**src/rtl/decode_pkg.sv**
```systemverilog
// Shared decode definitions: bundle field widths, format and functional-unit codes,
// and the packed bundle carried from decode into the issue queue.
package decode_pkg;

   localparam int addressSize      = 64;
   localparam int opcodeWidth      = 6;
   localparam int XxoOpcodeWidth   = 10;
   localparam int regWidth         = 5;
   localparam int immWidth         = 24;
   localparam int formatIndexRange = 5;
   localparam int regUseWidth      = 2;
   localparam int fuCodeWidth      = 3;

   typedef enum logic [formatIndexRange-1:0] {
      FMT_INVALID = 5'd0,
      FMT_I       = 5'd1,
      FMT_B       = 5'd2,
      FMT_SC      = 5'd3,
      FMT_D       = 5'd4,
      FMT_DS      = 5'd5,
      FMT_DQ      = 5'd6,
      FMT_DX      = 5'd7,
      FMT_X       = 5'd8,
      FMT_XL      = 5'd9,
      FMT_XFX     = 5'd10,
      FMT_XFL     = 5'd11,
      FMT_XX1     = 5'd12,
      FMT_XX2     = 5'd13,
      FMT_XX3     = 5'd14,
      FMT_XX4     = 5'd15,
      FMT_XS      = 5'd16,
      FMT_XO      = 5'd17,
      FMT_A       = 5'd18,
      FMT_M       = 5'd19,
      FMT_MD      = 5'd20,
      FMT_MDS     = 5'd21,
      FMT_VA      = 5'd22,
      FMT_VX      = 5'd23,
      FMT_Z22     = 5'd24,
      FMT_Z23     = 5'd25
   } insn_format_e;

   typedef enum logic [fuCodeWidth-1:0] {
      FU_NONE   = 3'd0,
      FU_ALU    = 3'd1,
      FU_BRANCH = 3'd2,
      FU_LSU    = 3'd3,
      FU_MUL    = 3'd4,
      FU_FPU    = 3'd5,
      FU_VEC    = 3'd6,
      FU_SYS    = 3'd7
   } func_unit_e;

   typedef struct packed {
      logic [addressSize-1:0]      instructionAddress;
      logic [opcodeWidth-1:0]      opcode;
      logic [XxoOpcodeWidth-1:0]   xOpcode;
      logic                        xOpcodeEnable;
      logic [formatIndexRange-1:0] instructionFormat;
      logic [immWidth-1:0]         imm;
      logic                        immEnable;
      logic [regWidth-1:0]         reg1;
      logic [regWidth-1:0]         reg2;
      logic [regWidth-1:0]         reg3;
      logic                        reg1Enable;
      logic                        reg2Enable;
      logic                        reg3Enable;
      logic [regUseWidth-1:0]      reg1Use;
      logic [regUseWidth-1:0]      reg2Use;
      logic [regUseWidth-1:0]      reg3Use;
      logic                        reg3IsImmediate;
      logic                        reg2ValOrZero;
      logic                        bit1;
      logic                        bit2;
      logic                        bit1Enable;
      logic                        bit2Enable;
      logic [fuCodeWidth-1:0]      functionalUnitCode;
   } issue_bundle_t;

endpackage

```
**src/rtl/decode_issue_queue_if.sv**
```systemverilog
// Decode-to-issue queue port bundle: push side from decode, head side to issue.
// slave = queue, master = the decode/issue pair driving it.
interface decode_issue_queue_if #(parameter int DEPTH = 4);
   import decode_pkg::*;

   logic                        enable_i;
   logic [addressSize-1:0]      instructionAddress_i;
   logic [opcodeWidth-1:0]      opcode_i;
   logic [XxoOpcodeWidth-1:0]   xOpcode_i;
   logic                        xOpcodeEnable_i;
   logic [formatIndexRange-1:0] instructionFormat_i;
   logic [immWidth-1:0]         imm_i;
   logic                        immEnable_i;
   logic [regWidth-1:0]         reg1_i, reg2_i, reg3_i;
   logic                        reg1Enable_i, reg2Enable_i, reg3Enable_i;
   logic [regUseWidth-1:0]      reg1Use_i, reg2Use_i, reg3Use_i;
   logic                        reg3IsImmediate_i, reg2ValOrZero_i;
   logic                        bit1_i, bit2_i, bit1Enable_i, bit2Enable_i;
   logic [fuCodeWidth-1:0]      functionalUnitCode_i;
   logic                        flush_i;
   logic                        issueReady_i;

   logic                        valid_o;
   logic [addressSize-1:0]      instructionAddress_o;
   logic [opcodeWidth-1:0]      opcode_o;
   logic [XxoOpcodeWidth-1:0]   xOpcode_o;
   logic                        xOpcodeEnable_o;
   logic [formatIndexRange-1:0] instructionFormat_o;
   logic [immWidth-1:0]         imm_o;
   logic                        immEnable_o;
   logic [regWidth-1:0]         reg1_o, reg2_o, reg3_o;
   logic                        reg1Enable_o, reg2Enable_o, reg3Enable_o;
   logic [regUseWidth-1:0]      reg1Use_o, reg2Use_o, reg3Use_o;
   logic                        reg3IsImmediate_o, reg2ValOrZero_o;
   logic                        bit1_o, bit2_o, bit1Enable_o, bit2Enable_o;
   logic [fuCodeWidth-1:0]      functionalUnitCode_o;
   logic                        full_o, empty_o, almostFull_o;
   logic [$clog2(DEPTH):0]      count_o;

   modport slave (
      input  enable_i, instructionAddress_i, opcode_i, xOpcode_i, xOpcodeEnable_i,
             instructionFormat_i, imm_i, immEnable_i, reg1_i, reg2_i, reg3_i,
             reg1Enable_i, reg2Enable_i, reg3Enable_i, reg1Use_i, reg2Use_i, reg3Use_i,
             reg3IsImmediate_i, reg2ValOrZero_i, bit1_i, bit2_i, bit1Enable_i, bit2Enable_i,
             functionalUnitCode_i, flush_i, issueReady_i,
      output valid_o, instructionAddress_o, opcode_o, xOpcode_o, xOpcodeEnable_o,
             instructionFormat_o, imm_o, immEnable_o, reg1_o, reg2_o, reg3_o,
             reg1Enable_o, reg2Enable_o, reg3Enable_o, reg1Use_o, reg2Use_o, reg3Use_o,
             reg3IsImmediate_o, reg2ValOrZero_o, bit1_o, bit2_o, bit1Enable_o, bit2Enable_o,
             functionalUnitCode_o, full_o, empty_o, almostFull_o, count_o
   );

   modport master (
      output enable_i, instructionAddress_i, opcode_i, xOpcode_i, xOpcodeEnable_i,
             instructionFormat_i, imm_i, immEnable_i, reg1_i, reg2_i, reg3_i,
             reg1Enable_i, reg2Enable_i, reg3Enable_i, reg1Use_i, reg2Use_i, reg3Use_i,
             reg3IsImmediate_i, reg2ValOrZero_i, bit1_i, bit2_i, bit1Enable_i, bit2Enable_i,
             functionalUnitCode_i, flush_i, issueReady_i,
      input  valid_o, instructionAddress_o, opcode_o, xOpcode_o, xOpcodeEnable_o,
             instructionFormat_o, imm_o, immEnable_o, reg1_o, reg2_o, reg3_o,
             reg1Enable_o, reg2Enable_o, reg3Enable_o, reg1Use_o, reg2Use_o, reg3Use_o,
             reg3IsImmediate_o, reg2ValOrZero_o, bit1_o, bit2_o, bit1Enable_o, bit2Enable_o,
             functionalUnitCode_o, full_o, empty_o, almostFull_o, count_o
   );
endinterface

```
**src/rtl/decode_queue_storage.sv**
```systemverilog
// Issue-queue entry array: one synchronous write port, one asynchronous read port.
// Cleared on reset so the head fields read zero out of reset.
module decode_queue_storage #(
   parameter int DEPTH = 4,
   parameter int WIDTH = 8
) (
   input  logic                     clock_i,
   input  logic                     reset_i,
   input  logic                     wr_en_i,
   input  logic [$clog2(DEPTH)-1:0] wr_addr_i,
   input  logic [WIDTH-1:0]         wr_data_i,
   input  logic [$clog2(DEPTH)-1:0] rd_addr_i,
   output logic [WIDTH-1:0]         rd_data_o
);

   logic [WIDTH-1:0] mem_q [DEPTH];

   always_ff @(posedge clock_i or posedge reset_i) begin
      if (reset_i) begin
         for (int i = 0; i < DEPTH; i++) mem_q[i] <= '0;
      end else if (wr_en_i) begin
         mem_q[wr_addr_i] <= wr_data_i;
      end
   end

   assign rd_data_o = mem_q[rd_addr_i];

endmodule

```
**src/rtl/decode_issue_queue.sv**
```systemverilog
// First-word-fall-through queue between decode and issue; DEPTH must be a power of two.
// Optional drop statistics (overflow_o, dropCount_o) under DECODE_QUEUE_STATS_EN.
module decode_issue_queue
   import decode_pkg::*;
#(
   parameter int DEPTH        = 4,
   parameter int AFULL_MARGIN = 2
) (
   input  logic                 clock_i,
   input  logic                 reset_i,
   decode_issue_queue_if.slave  q_if
`ifdef DECODE_QUEUE_STATS_EN
   ,
   output logic                 overflow_o,
   output logic [15:0]          dropCount_o
`endif
);

   localparam int PTR_W = $clog2(DEPTH);
   localparam int CNT_W = PTR_W + 1;
   localparam logic [CNT_W-1:0] FULL_LVL  = CNT_W'(DEPTH);
   localparam logic [CNT_W-1:0] AFULL_LVL = CNT_W'(DEPTH - AFULL_MARGIN);

   logic [PTR_W-1:0] wr_ptr_q, wr_ptr_d;
   logic [PTR_W-1:0] rd_ptr_q, rd_ptr_d;
   logic [CNT_W-1:0] count_q, count_d;
   logic             is_full, is_empty, push, pop;
   issue_bundle_t    wr_bundle, head;

   assign is_full  = (count_q == FULL_LVL);
   assign is_empty = (count_q == '0);
   assign pop      = !is_empty && q_if.issueReady_i;
   // A full queue still takes a push when the head leaves in the same cycle.
   assign push     = q_if.enable_i && (!is_full || pop);

   always_comb begin
      wr_ptr_d = wr_ptr_q;
      rd_ptr_d = rd_ptr_q;
      count_d  = count_q;
      if (q_if.flush_i) begin
         wr_ptr_d = '0;
         rd_ptr_d = '0;
         count_d  = '0;
      end else begin
         if (push) wr_ptr_d = wr_ptr_q + PTR_W'(1);
         if (pop)  rd_ptr_d = rd_ptr_q + PTR_W'(1);
         case ({push, pop})
            2'b10:   count_d = count_q + CNT_W'(1);
            2'b01:   count_d = count_q - CNT_W'(1);
            default: count_d = count_q;
         endcase
      end
   end

   always_ff @(posedge clock_i or posedge reset_i) begin
      if (reset_i) begin
         wr_ptr_q <= '0;
         rd_ptr_q <= '0;
         count_q  <= '0;
      end else begin
         wr_ptr_q <= wr_ptr_d;
         rd_ptr_q <= rd_ptr_d;
         count_q  <= count_d;
      end
   end

   assign wr_bundle.instructionAddress = q_if.instructionAddress_i;
   assign wr_bundle.opcode             = q_if.opcode_i;
   assign wr_bundle.xOpcode            = q_if.xOpcode_i;
   assign wr_bundle.xOpcodeEnable      = q_if.xOpcodeEnable_i;
   assign wr_bundle.instructionFormat  = q_if.instructionFormat_i;
   assign wr_bundle.imm                = q_if.imm_i;
   assign wr_bundle.immEnable          = q_if.immEnable_i;
   assign wr_bundle.reg1               = q_if.reg1_i;
   assign wr_bundle.reg2               = q_if.reg2_i;
   assign wr_bundle.reg3               = q_if.reg3_i;
   assign wr_bundle.reg1Enable         = q_if.reg1Enable_i;
   assign wr_bundle.reg2Enable         = q_if.reg2Enable_i;
   assign wr_bundle.reg3Enable         = q_if.reg3Enable_i;
   assign wr_bundle.reg1Use            = q_if.reg1Use_i;
   assign wr_bundle.reg2Use            = q_if.reg2Use_i;
   assign wr_bundle.reg3Use            = q_if.reg3Use_i;
   assign wr_bundle.reg3IsImmediate    = q_if.reg3IsImmediate_i;
   assign wr_bundle.reg2ValOrZero      = q_if.reg2ValOrZero_i;
   assign wr_bundle.bit1               = q_if.bit1_i;
   assign wr_bundle.bit2               = q_if.bit2_i;
   assign wr_bundle.bit1Enable         = q_if.bit1Enable_i;
   assign wr_bundle.bit2Enable         = q_if.bit2Enable_i;
   assign wr_bundle.functionalUnitCode = q_if.functionalUnitCode_i;

   decode_queue_storage #(
      .DEPTH (DEPTH),
      .WIDTH ($bits(issue_bundle_t))
   ) u_storage (
      .clock_i   (clock_i),
      .reset_i   (reset_i),
      .wr_en_i   (push && !q_if.flush_i),
      .wr_addr_i (wr_ptr_q),
      .wr_data_i (wr_bundle),
      .rd_addr_i (rd_ptr_q),
      .rd_data_o (head)
   );

   assign q_if.valid_o              = !is_empty;
   assign q_if.empty_o              = is_empty;
   assign q_if.full_o               = is_full;
   assign q_if.almostFull_o         = (count_q >= AFULL_LVL);
   assign q_if.count_o              = count_q;
   assign q_if.instructionAddress_o = head.instructionAddress;
   assign q_if.opcode_o             = head.opcode;
   assign q_if.xOpcode_o            = head.xOpcode;
   assign q_if.xOpcodeEnable_o      = head.xOpcodeEnable;
   assign q_if.instructionFormat_o  = head.instructionFormat;
   assign q_if.imm_o                = head.imm;
   assign q_if.immEnable_o          = head.immEnable;
   assign q_if.reg1_o               = head.reg1;
   assign q_if.reg2_o               = head.reg2;
   assign q_if.reg3_o               = head.reg3;
   assign q_if.reg1Enable_o         = head.reg1Enable;
   assign q_if.reg2Enable_o         = head.reg2Enable;
   assign q_if.reg3Enable_o         = head.reg3Enable;
   assign q_if.reg1Use_o            = head.reg1Use;
   assign q_if.reg2Use_o            = head.reg2Use;
   assign q_if.reg3Use_o            = head.reg3Use;
   assign q_if.reg3IsImmediate_o    = head.reg3IsImmediate;
   assign q_if.reg2ValOrZero_o      = head.reg2ValOrZero;
   assign q_if.bit1_o               = head.bit1;
   assign q_if.bit2_o               = head.bit2;
   assign q_if.bit1Enable_o         = head.bit1Enable;
   assign q_if.bit2Enable_o         = head.bit2Enable;
   assign q_if.functionalUnitCode_o = head.functionalUnitCode;

`ifdef DECODE_QUEUE_STATS_EN
   logic        drop;
   logic        overflow_q;
   logic [15:0] drop_cnt_q;

   // A flush in the same cycle discards the push anyway, so it is not counted as a drop.
   assign drop = q_if.enable_i && is_full && !pop && !q_if.flush_i;

   always_ff @(posedge clock_i or posedge reset_i) begin
      if (reset_i) begin
         overflow_q <= 1'b0;
         drop_cnt_q <= '0;
      end else if (drop) begin
         overflow_q <= 1'b1;
         if (drop_cnt_q != 16'hFFFF) drop_cnt_q <= drop_cnt_q + 16'd1;
      end
   end

   assign overflow_o  = overflow_q;
   assign dropCount_o = drop_cnt_q;
`endif

endmodule

```
**src/flat_wrapper.sv**
```systemverilog
// flat-port wrapper written by rule: the top's interface ports become plain ports
module decode_issue_queue_flat import decode_pkg::*;
#(
   parameter int DEPTH        = 4,
   parameter int AFULL_MARGIN = 2
)
  (clock_i, reset_i, q_if_enable_i, q_if_instructionAddress_i, q_if_opcode_i, q_if_xOpcode_i, q_if_xOpcodeEnable_i, q_if_instructionFormat_i, q_if_imm_i, q_if_immEnable_i, q_if_reg1_i, q_if_reg2_i, q_if_reg3_i, q_if_reg1Enable_i, q_if_reg2Enable_i, q_if_reg3Enable_i, q_if_reg1Use_i, q_if_reg2Use_i, q_if_reg3Use_i, q_if_reg3IsImmediate_i, q_if_reg2ValOrZero_i, q_if_bit1_i, q_if_bit2_i, q_if_bit1Enable_i, q_if_bit2Enable_i, q_if_functionalUnitCode_i, q_if_flush_i, q_if_issueReady_i, q_if_valid_o, q_if_instructionAddress_o, q_if_opcode_o, q_if_xOpcode_o, q_if_xOpcodeEnable_o, q_if_instructionFormat_o, q_if_imm_o, q_if_immEnable_o, q_if_reg1_o, q_if_reg2_o, q_if_reg3_o, q_if_reg1Enable_o, q_if_reg2Enable_o, q_if_reg3Enable_o, q_if_reg1Use_o, q_if_reg2Use_o, q_if_reg3Use_o, q_if_reg3IsImmediate_o, q_if_reg2ValOrZero_o, q_if_bit1_o, q_if_bit2_o, q_if_bit1Enable_o, q_if_bit2Enable_o, q_if_functionalUnitCode_o, q_if_full_o, q_if_empty_o, q_if_almostFull_o, q_if_count_o);
  decode_issue_queue_if #(.DEPTH(DEPTH)) q_if_i ();
  input  logic clock_i;
  input  logic reset_i;
  input wire logic [$bits(q_if_i.enable_i)-1:0] q_if_enable_i;
  input wire logic [$bits(q_if_i.instructionAddress_i)-1:0] q_if_instructionAddress_i;
  input wire logic [$bits(q_if_i.opcode_i)-1:0] q_if_opcode_i;
  input wire logic [$bits(q_if_i.xOpcode_i)-1:0] q_if_xOpcode_i;
  input wire logic [$bits(q_if_i.xOpcodeEnable_i)-1:0] q_if_xOpcodeEnable_i;
  input wire logic [$bits(q_if_i.instructionFormat_i)-1:0] q_if_instructionFormat_i;
  input wire logic [$bits(q_if_i.imm_i)-1:0] q_if_imm_i;
  input wire logic [$bits(q_if_i.immEnable_i)-1:0] q_if_immEnable_i;
  input wire logic [$bits(q_if_i.reg1_i)-1:0] q_if_reg1_i;
  input wire logic [$bits(q_if_i.reg2_i)-1:0] q_if_reg2_i;
  input wire logic [$bits(q_if_i.reg3_i)-1:0] q_if_reg3_i;
  input wire logic [$bits(q_if_i.reg1Enable_i)-1:0] q_if_reg1Enable_i;
  input wire logic [$bits(q_if_i.reg2Enable_i)-1:0] q_if_reg2Enable_i;
  input wire logic [$bits(q_if_i.reg3Enable_i)-1:0] q_if_reg3Enable_i;
  input wire logic [$bits(q_if_i.reg1Use_i)-1:0] q_if_reg1Use_i;
  input wire logic [$bits(q_if_i.reg2Use_i)-1:0] q_if_reg2Use_i;
  input wire logic [$bits(q_if_i.reg3Use_i)-1:0] q_if_reg3Use_i;
  input wire logic [$bits(q_if_i.reg3IsImmediate_i)-1:0] q_if_reg3IsImmediate_i;
  input wire logic [$bits(q_if_i.reg2ValOrZero_i)-1:0] q_if_reg2ValOrZero_i;
  input wire logic [$bits(q_if_i.bit1_i)-1:0] q_if_bit1_i;
  input wire logic [$bits(q_if_i.bit2_i)-1:0] q_if_bit2_i;
  input wire logic [$bits(q_if_i.bit1Enable_i)-1:0] q_if_bit1Enable_i;
  input wire logic [$bits(q_if_i.bit2Enable_i)-1:0] q_if_bit2Enable_i;
  input wire logic [$bits(q_if_i.functionalUnitCode_i)-1:0] q_if_functionalUnitCode_i;
  input wire logic [$bits(q_if_i.flush_i)-1:0] q_if_flush_i;
  input wire logic [$bits(q_if_i.issueReady_i)-1:0] q_if_issueReady_i;
  output wire logic [$bits(q_if_i.valid_o)-1:0] q_if_valid_o;
  output wire logic [$bits(q_if_i.instructionAddress_o)-1:0] q_if_instructionAddress_o;
  output wire logic [$bits(q_if_i.opcode_o)-1:0] q_if_opcode_o;
  output wire logic [$bits(q_if_i.xOpcode_o)-1:0] q_if_xOpcode_o;
  output wire logic [$bits(q_if_i.xOpcodeEnable_o)-1:0] q_if_xOpcodeEnable_o;
  output wire logic [$bits(q_if_i.instructionFormat_o)-1:0] q_if_instructionFormat_o;
  output wire logic [$bits(q_if_i.imm_o)-1:0] q_if_imm_o;
  output wire logic [$bits(q_if_i.immEnable_o)-1:0] q_if_immEnable_o;
  output wire logic [$bits(q_if_i.reg1_o)-1:0] q_if_reg1_o;
  output wire logic [$bits(q_if_i.reg2_o)-1:0] q_if_reg2_o;
  output wire logic [$bits(q_if_i.reg3_o)-1:0] q_if_reg3_o;
  output wire logic [$bits(q_if_i.reg1Enable_o)-1:0] q_if_reg1Enable_o;
  output wire logic [$bits(q_if_i.reg2Enable_o)-1:0] q_if_reg2Enable_o;
  output wire logic [$bits(q_if_i.reg3Enable_o)-1:0] q_if_reg3Enable_o;
  output wire logic [$bits(q_if_i.reg1Use_o)-1:0] q_if_reg1Use_o;
  output wire logic [$bits(q_if_i.reg2Use_o)-1:0] q_if_reg2Use_o;
  output wire logic [$bits(q_if_i.reg3Use_o)-1:0] q_if_reg3Use_o;
  output wire logic [$bits(q_if_i.reg3IsImmediate_o)-1:0] q_if_reg3IsImmediate_o;
  output wire logic [$bits(q_if_i.reg2ValOrZero_o)-1:0] q_if_reg2ValOrZero_o;
  output wire logic [$bits(q_if_i.bit1_o)-1:0] q_if_bit1_o;
  output wire logic [$bits(q_if_i.bit2_o)-1:0] q_if_bit2_o;
  output wire logic [$bits(q_if_i.bit1Enable_o)-1:0] q_if_bit1Enable_o;
  output wire logic [$bits(q_if_i.bit2Enable_o)-1:0] q_if_bit2Enable_o;
  output wire logic [$bits(q_if_i.functionalUnitCode_o)-1:0] q_if_functionalUnitCode_o;
  output wire logic [$bits(q_if_i.full_o)-1:0] q_if_full_o;
  output wire logic [$bits(q_if_i.empty_o)-1:0] q_if_empty_o;
  output wire logic [$bits(q_if_i.almostFull_o)-1:0] q_if_almostFull_o;
  output wire logic [$bits(q_if_i.count_o)-1:0] q_if_count_o;
  assign q_if_i.enable_i = q_if_enable_i;
  assign q_if_i.instructionAddress_i = q_if_instructionAddress_i;
  assign q_if_i.opcode_i = q_if_opcode_i;
  assign q_if_i.xOpcode_i = q_if_xOpcode_i;
  assign q_if_i.xOpcodeEnable_i = q_if_xOpcodeEnable_i;
  assign q_if_i.instructionFormat_i = q_if_instructionFormat_i;
  assign q_if_i.imm_i = q_if_imm_i;
  assign q_if_i.immEnable_i = q_if_immEnable_i;
  assign q_if_i.reg1_i = q_if_reg1_i;
  assign q_if_i.reg2_i = q_if_reg2_i;
  assign q_if_i.reg3_i = q_if_reg3_i;
  assign q_if_i.reg1Enable_i = q_if_reg1Enable_i;
  assign q_if_i.reg2Enable_i = q_if_reg2Enable_i;
  assign q_if_i.reg3Enable_i = q_if_reg3Enable_i;
  assign q_if_i.reg1Use_i = q_if_reg1Use_i;
  assign q_if_i.reg2Use_i = q_if_reg2Use_i;
  assign q_if_i.reg3Use_i = q_if_reg3Use_i;
  assign q_if_i.reg3IsImmediate_i = q_if_reg3IsImmediate_i;
  assign q_if_i.reg2ValOrZero_i = q_if_reg2ValOrZero_i;
  assign q_if_i.bit1_i = q_if_bit1_i;
  assign q_if_i.bit2_i = q_if_bit2_i;
  assign q_if_i.bit1Enable_i = q_if_bit1Enable_i;
  assign q_if_i.bit2Enable_i = q_if_bit2Enable_i;
  assign q_if_i.functionalUnitCode_i = q_if_functionalUnitCode_i;
  assign q_if_i.flush_i = q_if_flush_i;
  assign q_if_i.issueReady_i = q_if_issueReady_i;
  assign q_if_valid_o = q_if_i.valid_o;
  assign q_if_instructionAddress_o = q_if_i.instructionAddress_o;
  assign q_if_opcode_o = q_if_i.opcode_o;
  assign q_if_xOpcode_o = q_if_i.xOpcode_o;
  assign q_if_xOpcodeEnable_o = q_if_i.xOpcodeEnable_o;
  assign q_if_instructionFormat_o = q_if_i.instructionFormat_o;
  assign q_if_imm_o = q_if_i.imm_o;
  assign q_if_immEnable_o = q_if_i.immEnable_o;
  assign q_if_reg1_o = q_if_i.reg1_o;
  assign q_if_reg2_o = q_if_i.reg2_o;
  assign q_if_reg3_o = q_if_i.reg3_o;
  assign q_if_reg1Enable_o = q_if_i.reg1Enable_o;
  assign q_if_reg2Enable_o = q_if_i.reg2Enable_o;
  assign q_if_reg3Enable_o = q_if_i.reg3Enable_o;
  assign q_if_reg1Use_o = q_if_i.reg1Use_o;
  assign q_if_reg2Use_o = q_if_i.reg2Use_o;
  assign q_if_reg3Use_o = q_if_i.reg3Use_o;
  assign q_if_reg3IsImmediate_o = q_if_i.reg3IsImmediate_o;
  assign q_if_reg2ValOrZero_o = q_if_i.reg2ValOrZero_o;
  assign q_if_bit1_o = q_if_i.bit1_o;
  assign q_if_bit2_o = q_if_i.bit2_o;
  assign q_if_bit1Enable_o = q_if_i.bit1Enable_o;
  assign q_if_bit2Enable_o = q_if_i.bit2Enable_o;
  assign q_if_functionalUnitCode_o = q_if_i.functionalUnitCode_o;
  assign q_if_full_o = q_if_i.full_o;
  assign q_if_empty_o = q_if_i.empty_o;
  assign q_if_almostFull_o = q_if_i.almostFull_o;
  assign q_if_count_o = q_if_i.count_o;
  decode_issue_queue #(.DEPTH(DEPTH), .AFULL_MARGIN(AFULL_MARGIN)) u_core (.clock_i(clock_i), .reset_i(reset_i), .q_if(q_if_i));
endmodule
```
**config.mk**
```make
export PLATFORM = sky130hd
export DESIGN_NAME = decode_issue_queue_flat
export DESIGN_NICKNAME = d
export VERILOG_FILES = /design/src/rtl/decode_pkg.sv /design/src/rtl/decode_issue_queue_if.sv /design/src/rtl/decode_queue_storage.sv /design/src/rtl/decode_issue_queue.sv /design/src/flat_wrapper.sv
export SDC_FILE = /design/constraint.sdc
export NUM_CORES = 1
export LEC_CHECK = 0
export ABC_AREA = 1
export CORE_ASPECT_RATIO = 1.4
export CORE_MARGIN = 2
export CORE_UTILIZATION = 40
export DETAILED_ROUTE_END_ITERATION = 6
export PLACE_DENSITY = 0.59
export SYNTH_ARGS = -nofsm -noshare
export SYNTH_HDL_FRONTEND = slang
export SYNTH_SLANG_ARGS = --single-unit
```
**constraint.sdc**
```tcl
create_clock -name clock_i -period 19.1 [get_ports clock_i]
set_clock_uncertainty 0.05 [all_clocks]
set_input_delay 3.82 -clock clock_i [delete_from_list [all_inputs] [get_ports clock_i]]
set_output_delay 3.82 -clock clock_i [all_outputs]
set_load 0.01 [all_outputs]
```
==> metrics.txt, run 1 <==
# TYPE chip_impl_metric gauge
chip_impl_metric{name="drv_cap",unit=""} 0
chip_impl_metric{name="drc",unit=""} 0
chip_impl_metric{name="synth_cell_type_count",unit=""} 25
chip_impl_info{name="tritoncts",value="done"} 1
chip_impl_metric{name="layout.nets",unit=""} 3641
chip_impl_metric{name="setup_tns",unit="ns"} 0
chip_impl_metric{name="numClockSinks",unit=""} 583
chip_impl_metric{name="number_of_enable_type_register_cells_in_the_synthesized_netlist",unit=""} 0
chip_impl_info{name="synth_flop_cell",value="sky130_fd_sc_hd__dfrtp_1"} 1
chip_impl_metric{name="drive_gt1_share",unit="%"} 4.069
chip_impl_metric{name="switching_share",unit="%"} 35.28
chip_impl_metric{name="min_path_cells",unit=""} 2
chip_impl_metric{name="global_route.usage.total",unit="%"} 25.10
chip_impl_metric{name="first_pass_iters",unit=""} 5
chip_impl_metric{name="h_tree_depth_reported_by_cts",unit=""} 2
chip_impl_metric{name="synth_fp_nets",unit=""} 3526
chip_impl_info{name="leading_cell_type_in_the_layout_fill_and_taps_excluded",value="sky130_fd_sc_hd__nand2_1"} 1
chip_impl_info{name="min_from",value="u_core.u_storage.mem_q[248]"} 1
chip_impl_info{name="cts_root_buffer",value="sky130_fd_sc_hd__clkbuf_16"} 1
chip_impl_metric{name="worst_pin_slew",unit="ns"} 1.107
chip_impl_metric{name="maximum_number_of_pins_on_one_net_before_global_route_repair",unit=""} 272
chip_impl_metric{name="layoutNonFillerInstCount",unit=""} 4396
chip_impl_metric{name="pwr-share-comb",unit="%"} 34.4
chip_impl_metric{name="dr_total_vias",unit=""} 23811
chip_impl_metric{name="cts_post_setup_buffers_inserted",unit=""} 0
chip_impl_metric{name="setup-violations-final",unit=""} 0
chip_impl_metric{name="via_per_inst",unit=""} 5.417
chip_impl_metric{name="clkPwrFrac",unit="%"} 25.3
chip_impl_info{name="setup.worst_path.class",value="flop to output pin"} 1
chip_impl_metric{name="ctsHoldBuffers",unit=""} 0
chip_impl_metric{name="post_cts.resized_instances",unit=""} 0
chip_impl_metric{name="netSwitchingPower",unit="mW"} 1.736
chip_impl_metric{name="r2r_cells",unit=""} 10
chip_impl_metric{name="timing.final.crit_share",unit="%"} 42.53
chip_impl_metric{name="internal",unit="mW"} 3.185
chip_impl_metric{name="syn_avg_cell_area",unit="µm²"} 7.938
chip_impl_info{name="rr_endpoint",value="u_core.u_storage.mem_q[43]"} 1
chip_impl_metric{name="die-area",unit="mm²"} 0.06903
chip_impl_metric{name="clock_insertion_delay_worst_skew",unit="ns"} 0.61
chip_impl_metric{name="cellPowerDensity",unit="mW/mm²"} 153.6
chip_impl_metric{name="worst_setup_hold_path_clk_slew",unit="ns"} 0.06
chip_impl_metric{name="netlist_instances",unit=""} 3372
chip_impl_metric{name="postLayoutSetupSlackWorst",unit="ns"} 10.98
chip_impl_info{name="critical_path.endpoint_type",value="output pin"} 1
chip_impl_metric{name="wire_length_of_the_first_global_routing_pass",unit="µm"} 137500
chip_impl_metric{name="cts_made_buffers",unit=""} 61
chip_impl_metric{name="regToRegSetupSlack",unit="ns"} 14.73
chip_impl_metric{name="timing.final.max_slew_violations",unit=""} 0
chip_impl_metric{name="synth_area",unit="mm²"} 0.02677
chip_impl_info{name="result_of_the_run",value="finished clean"} 1
chip_impl_metric{name="vdd_drop_max",unit="mV"} 0.08501
chip_impl_metric{name="die_y",unit="µm"} 310.1
chip_impl_info{name="grt_setup_unrepaired",value="no"} 1
chip_impl_metric{name="drtAntennaViolNets",unit=""} 0
chip_impl_metric{name="fmaxAchievable",unit="MHz"} 123.1
chip_impl_metric{name="seq_power_share",unit="%"} 40.3
chip_impl_metric{name="grt_overflow_total",unit=""} 0
chip_impl_metric{name="area_of_the_placeable_core",unit="mm²"} 0.06642
chip_impl_metric{name="worst-path-max-fanout",unit=""} 114
chip_impl_metric{name="fp-row-count",unit=""} 112
chip_impl_metric{name="drtIter0Drc",unit=""} 1788
chip_impl_metric{name="ys_async_sr_fraction",unit="%"} 100.0
chip_impl_metric{name="post-place-ws",unit="ns"} 11.22
chip_impl_metric{name="critPathArrivalTime",unit="ns"} 4.25
chip_impl_metric{name="ioPinCount",unit=""} 300
chip_impl_metric{name="number_of_input_and_output_port_buffers_inserted",unit=""} 299
chip_impl_metric{name="gp_congestion",unit=""} 0.7711
chip_impl_metric{name="route.final.wire_length",unit="µm"} 87400
chip_impl_info{name="r2r-start",value="u_core.q_if.count_o[1]"} 1
chip_impl_info{name="layout.cells.most_common_list",value="sky130_fd_sc_hd__nand2_1 (1,165), sky130_fd_sc_hd__o21ai_0 (861), sky130_fd_sc_hd__dfrtp_1 (581)"} 1
chip_impl_metric{name="die_width",unit="µm"} 222.6
chip_impl_metric{name="first_global_vias",unit=""} 23785
chip_impl_metric{name="yosys_warnings",unit=""} 0
chip_impl_metric{name="p_leak",unit="nW"} 15.17
chip_impl_metric{name="grt_antenna_before_repair",unit=""} 6
chip_impl_metric{name="dp_hpwl",unit="µm"} 45140
chip_impl_metric{name="post-place-cells",unit=""} 4279
chip_impl_metric{name="seq_area_frac_synth",unit="%"} 54.50
chip_impl_metric{name="report.final.hold_viol_count",unit=""} 0
chip_impl_metric{name="starting_density_of_the_core",unit="%"} 40.30
chip_impl_info{name="timing.critical_path.from_type",value="flop"} 1
chip_impl_metric{name="synth_seq_cells",unit=""} 583
chip_impl_metric{name="cts_buffer_depth",unit=""} 3
chip_impl_metric{name="max_slew_margin",unit="%"} 26.19
chip_impl_metric{name="area_growth_syn_to_layout",unit="%"} 19.71
chip_impl_info{name="hold_class",value="flop to flop"} 1
chip_impl_metric{name="fin_crit",unit="ns"} 8.124
chip_impl_metric{name="critical_path_required",unit="ns"} 15.23
chip_impl_info{name="worst_hold_path.endpoint",value="u_core.u_storage.mem_q[248]"} 1
chip_impl_metric{name="fin_total_pwr",unit="mW"} 4.921
chip_impl_metric{name="routedWlPerCell",unit="µm"} 19.88
chip_impl_metric{name="layout.filler_cells",unit=""} 6654
[Yosys cell counts, types with 4 or more instances]
library cell,instances,share of area (%)
sky130_fd_sc_hd__nor2_1,289,4.1
sky130_fd_sc_hd__nand2_1,1165,16
sky130_fd_sc_hd__o21ai_0,861,16
sky130_fd_sc_hd__o21ai_1,7,0.13
sky130_fd_sc_hd__clkinv_1,5,0.070
sky130_fd_sc_hd__o22ai_1,144,3.4
sky130_fd_sc_hd__dfrtp_1,583,55
sky130_fd_sc_hd__buf_4,14,0.39
sky130_fd_sc_hd__inv_1,12,0.17
sky130_fd_sc_hd__ha_1,4,0.19
sky130_fd_sc_hd__buf_1,15,0.21
sky130_fd_sc_hd__nand3_1,6,0.11
sky130_fd_sc_hd__clkbuf_1,178,2.5
sky130_fd_sc_hd__buf_2,71,1.3
[metal layers]
layer | track usage, % | wire (µm) | up-vias | part of all wire (%)
met4 | 7.695 | 2322 | 10 | 2.7
met3 | 5.014 | 4923 | 151 | 5.6
met5 | 0 | 67 | - | 0.077
li1 | - | - | 11345 | -
met2 | 41.60 | 41460 | 581 | 47
met1 | 33.28 | 38620 | 11724 | 44
[worst max path at each step]
stage | slack (ns) | start | endpoint | cells past startpoint
6_report | 10.98 | u_core.rd_ptr_q[0] | q_if_instructionAddress_o[60] | 5
2_1_floorplan | 7.28 | reset_i | u_core.q_if.count_o[0] | 1
5_1_grt | 10.77 | u_core.rd_ptr_q[0] | q_if_instructionAddress_o[60] | 5
4_1_cts | 10.90 | u_core.rd_ptr_q[1] | q_if_xOpcode_o[7] | 5
3_5_place_dp | 11.22 | q_if_issueReady_i | u_core.u_storage.mem_q[139] | 11
3_3_place_gp | 11.24 | q_if_issueReady_i | u_core.u_storage.mem_q[56] | 11
[critical path, cell delays in order (launching register included)]
cell and delay, ns:
sky130_fd_sc_hd__dfrtp_4 0.81, sky130_fd_sc_hd__inv_8 0.69, sky130_fd_sc_hd__buf_4 0.89, sky130_fd_sc_hd__o21ai_0 0.17
sky130_fd_sc_hd__o22ai_1 0.39, sky130_fd_sc_hd__clkdlybuf4s50_1 0.62
[area by class of cell]
cell class	count	area, µm²	share of cell area, %
diodes	2	5.005	0.01562
flip-flops and latches	583	14600	45.55
repair buffers	331	3258	10.17
clock buffers	100	1876	5.853
clock inverters	15	207.7	0.6482
well taps	855	1070	3.339
multi-input cells	2492	10920	34.09
inverters	18	107.6	0.3358
[through the flow]
step                      util [%]  instance area (µm²)  hold WS [ns]
after floorplan                  -                26770        0.3939
after global placement       45.10                29960        0.4075
after detailed placement     45.10                29960        0.4180
after CTS                    48.23                32040        0.4314
after global routing         48.23                32040        0.4594
final                        48.24                32040        0.4300
[power by group through the flow]
| stage | Sequential, mW | Clock (mW) | Combinational [mW] |
|---|---|---|---|
| floorplan | 1.93 | 0 | 0.963 |
| global placement | 1.98 | 0 | 1.69 |
| detailed placement | 2.00 | 0 | 1.70 |
| CTS | 1.98 | 1.27 | 1.71 |
| global route | 2.05 | 1.32 | 1.90 |
| finish | 1.98 | 1.24 | 1.69 |
[sequential cells by signal, indices dropped and copies added, names as in the netlist]
name                    count
u_core.wr_ptr_q             2
u_core.rd_ptr_q             2
u_core.q_if.count_o         3
u_core.u_storage.mem_q    576
[kinds of logic after synthesis]
| family | after synthesis | share of synthesized area [%] |
|---|---|---|
| buffers and inverters | 297 | 4.730 |
| DFF | 583 | 54.50 |
| and+or+nand+nor | 1471 | 20.82 |
| adders and majority gates | 5 | 0.2618 |
| AOI/OAI and AO/OA | 1015 | 19.65 |
| xor gates and xnor gates | 1 | 0.03273 |
Note: power is estimated with default switching activity, not from simulation.
==> inputs of run 2 (changes only) <==
Clock period 19.1 ns to 6.7 ns, I/O delays scaled along.
==> run 2 against run 1 <==
Against the previous run: critical path depth unchanged; power rose to 2.9 times the previous value; worst hold slack worse by 0.0071 ns; critical path type unchanged; largest cell class unchanged; largest power group unchanged.
==> metrics.txt, run 2 (synthesized netlist as in run 1, its figures left out) <==
# TYPE chip_impl_metric gauge
chip_impl_info{name="r2r-start",value="u_core.q_if.count_o[1]"} 1
chip_impl_metric{name="first_global_vias",unit=""} 24410
chip_impl_metric{name="report.final.hold_viol_count",unit=""} 0
chip_impl_info{name="rr_endpoint",value="u_core.u_storage.mem_q[338]"} 1
chip_impl_metric{name="fin_crit",unit="ns"} 5.169
chip_impl_metric{name="starting_density_of_the_core",unit="%"} 40.30
chip_impl_metric{name="first_pass_iters",unit=""} 5
chip_impl_metric{name="ioPinCount",unit=""} 300
chip_impl_info{name="cts_root_buffer",value="sky130_fd_sc_hd__clkbuf_16"} 1
chip_impl_metric{name="numClockSinks",unit=""} 583
chip_impl_metric{name="layout.filler_cells",unit=""} 6618
chip_impl_metric{name="critPathArrivalTime",unit="ns"} 3.78
chip_impl_metric{name="finalHoldWorstSlack",unit="ns"} 0.4230
chip_impl_metric{name="area_occupied_by_multi_input_gates",unit="mm²"} 0.01092
chip_impl_info{name="hold_class",value="flop to flop"} 1
chip_impl_metric{name="setup-violations-final",unit=""} 0
chip_impl_info{name="result_of_the_run",value="finished clean"} 1
chip_impl_metric{name="route.final.wire_length",unit="µm"} 87620
chip_impl_metric{name="routedWlPerCell",unit="µm"} 19.92
chip_impl_metric{name="critical_path_required",unit="ns"} 5.31
chip_impl_metric{name="drv_cap",unit=""} 0
chip_impl_info{name="min_from",value="u_core.u_storage.mem_q[252]"} 1
chip_impl_metric{name="timing.final.crit_share",unit="%"} 77.15
chip_impl_metric{name="area_of_the_placeable_core",unit="mm²"} 0.06642
chip_impl_metric{name="cts_buffer_depth",unit=""} 3
chip_impl_metric{name="die_y",unit="µm"} 310.1
chip_impl_metric{name="global_route.usage.total",unit="%"} 25.15
chip_impl_metric{name="die-area",unit="mm²"} 0.06903
chip_impl_metric{name="ctsHoldBuffers",unit=""} 0
chip_impl_metric{name="grt_overflow_total",unit=""} 0
chip_impl_metric{name="gp_congestion",unit=""} 0.7616
chip_impl_metric{name="grt_antenna_before_repair",unit=""} 6
chip_impl_metric{name="min_path_cells",unit=""} 2
chip_impl_metric{name="area_growth_syn_to_layout",unit="%"} 20.10
chip_impl_metric{name="drtAntennaViolNets",unit=""} 0
chip_impl_metric{name="fp-row-count",unit=""} 112
chip_impl_metric{name="post_cts.resized_instances",unit=""} 0
chip_impl_info{name="regMostFlops",value="u_core.u_storage.mem_q"} 1
chip_impl_metric{name="worst-path-max-fanout",unit=""} 159
chip_impl_info{name="leading_cell_type_in_the_layout_fill_and_taps_excluded",value="sky130_fd_sc_hd__nand2_1"} 1
chip_impl_metric{name="drtIter0Drc",unit=""} 2003
chip_impl_metric{name="cts_made_buffers",unit=""} 60
chip_impl_metric{name="wire_length_of_the_first_global_routing_pass",unit="µm"} 138900
chip_impl_metric{name="dr_total_vias",unit=""} 23926
chip_impl_metric{name="number_of_input_and_output_port_buffers_inserted",unit=""} 299
chip_impl_metric{name="worst_pin_slew",unit="ns"} 1.142
chip_impl_metric{name="die_width",unit="µm"} 222.6
chip_impl_metric{name="dp_hpwl",unit="µm"} 46020
chip_impl_metric{name="cellPowerDensity",unit="mW/mm²"} 436.8
chip_impl_metric{name="layout.nets",unit=""} 3643
chip_impl_metric{name="vdd_drop_max",unit="mV"} 0.2446
chip_impl_metric{name="fmaxAchievable",unit="MHz"} 193.5
chip_impl_info{name="worst_hold_path.endpoint",value="u_core.u_storage.mem_q[252]"} 1
chip_impl_metric{name="via_per_inst",unit=""} 5.439
chip_impl_metric{name="r2r_cells",unit=""} 10
chip_impl_metric{name="timing.final.max_slew_violations",unit=""} 0
chip_impl_metric{name="max_slew_margin",unit="%"} 23.84
chip_impl_metric{name="cts_post_setup_buffers_inserted",unit=""} 0
chip_impl_metric{name="maximum_number_of_pins_on_one_net_before_global_route_repair",unit=""} 255
chip_impl_metric{name="h_tree_depth_reported_by_cts",unit=""} 2
chip_impl_metric{name="regToRegSetupSlack",unit="ns"} 3.67
chip_impl_info{name="grt_setup_unrepaired",value="no"} 1
chip_impl_info{name="timing.critical_path.from_type",value="flop"} 1
chip_impl_info{name="crit_path_start",value="u_core.rd_ptr_q[0]"} 1
chip_impl_info{name="tritoncts",value="done"} 1
chip_impl_metric{name="p_leak",unit="nW"} 15.21
chip_impl_metric{name="fin_total_pwr",unit="mW"} 14.04
chip_impl_metric{name="drive_gt1_share",unit="%"} 4.294
chip_impl_metric{name="clock_insertion_delay_worst_skew",unit="ns"} 0.62
chip_impl_info{name="critical_path.endpoint_type",value="output pin"} 1
chip_impl_metric{name="drc",unit=""} 0
chip_impl_metric{name="largest_register_ff_count",unit=""} 576
chip_impl_info{name="setup.worst_path.class",value="flop to output pin"} 1
chip_impl_info{name="layout.cells.most_common_list",value="sky130_fd_sc_hd__nand2_1 (1,165), sky130_fd_sc_hd__o21ai_0 (861), sky130_fd_sc_hd__dfrtp_1 (581)"} 1
chip_impl_metric{name="area_used_by_sequential_logic_in_the_layout",unit="mm²"} 0.01460
chip_impl_metric{name="worst_setup_hold_path_clk_slew",unit="ns"} 0.07
## run 2: changes by cell type in the layout (fill, tap and decap cells not counted), sizes merged
cell      previous run  this run
buf                 32        35
clkinvlp             1         4
diode                2         4
inv                 18        19
clkinv               9        11
bufinv               5         6
clkbuf             100        91
## run 2: per-layer routing
| metal | wire, µm | GRT usage [%] | vias to the layer above |
|---|---|---|---|
| li1 | - | - | 11343 |
| met1 | 38030 | 32.31 | 11867 |
| met2 | 42960 | 43.56 | 583 |
| met3 | 4527 | 4.315 | 125 |
| met4 | 2063 | 7.507 | 8 |
| met5 | 47 | 0 | - |
## run 2: critical path: stages, from the launching register on
cell                              delay, ns
sky130_fd_sc_hd__dfrtp_4               0.69
sky130_fd_sc_hd__inv_8                 0.72
sky130_fd_sc_hd__buf_4                 0.55
sky130_fd_sc_hd__o21ai_0               0.14
sky130_fd_sc_hd__o22ai_1               0.28
sky130_fd_sc_hd__clkdlybuf4s50_1       0.60
## run 2: where the power goes
part / switching [mW] / total, mW / leakage (nW) / internal (mW)
clock network: 1.47 / 3.54 / 1.02 / 2.08
registers: 0.702 / 5.66 / 7.41 / 4.96
logic: 2.79 / 4.84 / 6.77 / 2.04
total: 4.96 / 14.0 / 15.2 / 9.08
## run 2: cell type report
cell class              instances  area share [%]
flip-flops and latches        583           45.40
multi-input cells            2492           33.98
repair buffers                334           10.48
clock buffers                  91           5.596
well taps                     855           3.328
clock inverters                22          0.8562
inverters                      18          0.3347
diodes                          4         0.03113
## run 2: worst max-delay path by stage
stage,to,slack [ns]
finish,q_if_imm_o[1],1.53
global route,q_if_imm_o[3],1.32
CTS,q_if_imm_o[1],1.52
detailed placement,q_if_imm_o[1],2.20
global placement,q_if_imm_o[1],2.19
floorplan,u_core.q_if.count_o[0],-2.64
## run 2: stage by stage
stage | TNS (ns) | utilization (%) | std cells | cell area, µm² | setup WS (ns)
after floorplan | -1536.46 | - | 3372 | 26770 | -2.635
after global placement | 0 | 45.26 | 4282 | 30070 | 2.188
after detailed placement | 0 | 45.26 | 4282 | 30070 | 2.205
after CTS | 0 | 48.39 | 4395 | 32140 | 1.520
after global routing | 0 | 48.39 | 4397 | 32140 | 1.315
final | 0 | 48.40 | 4399 | 32150 | 1.531
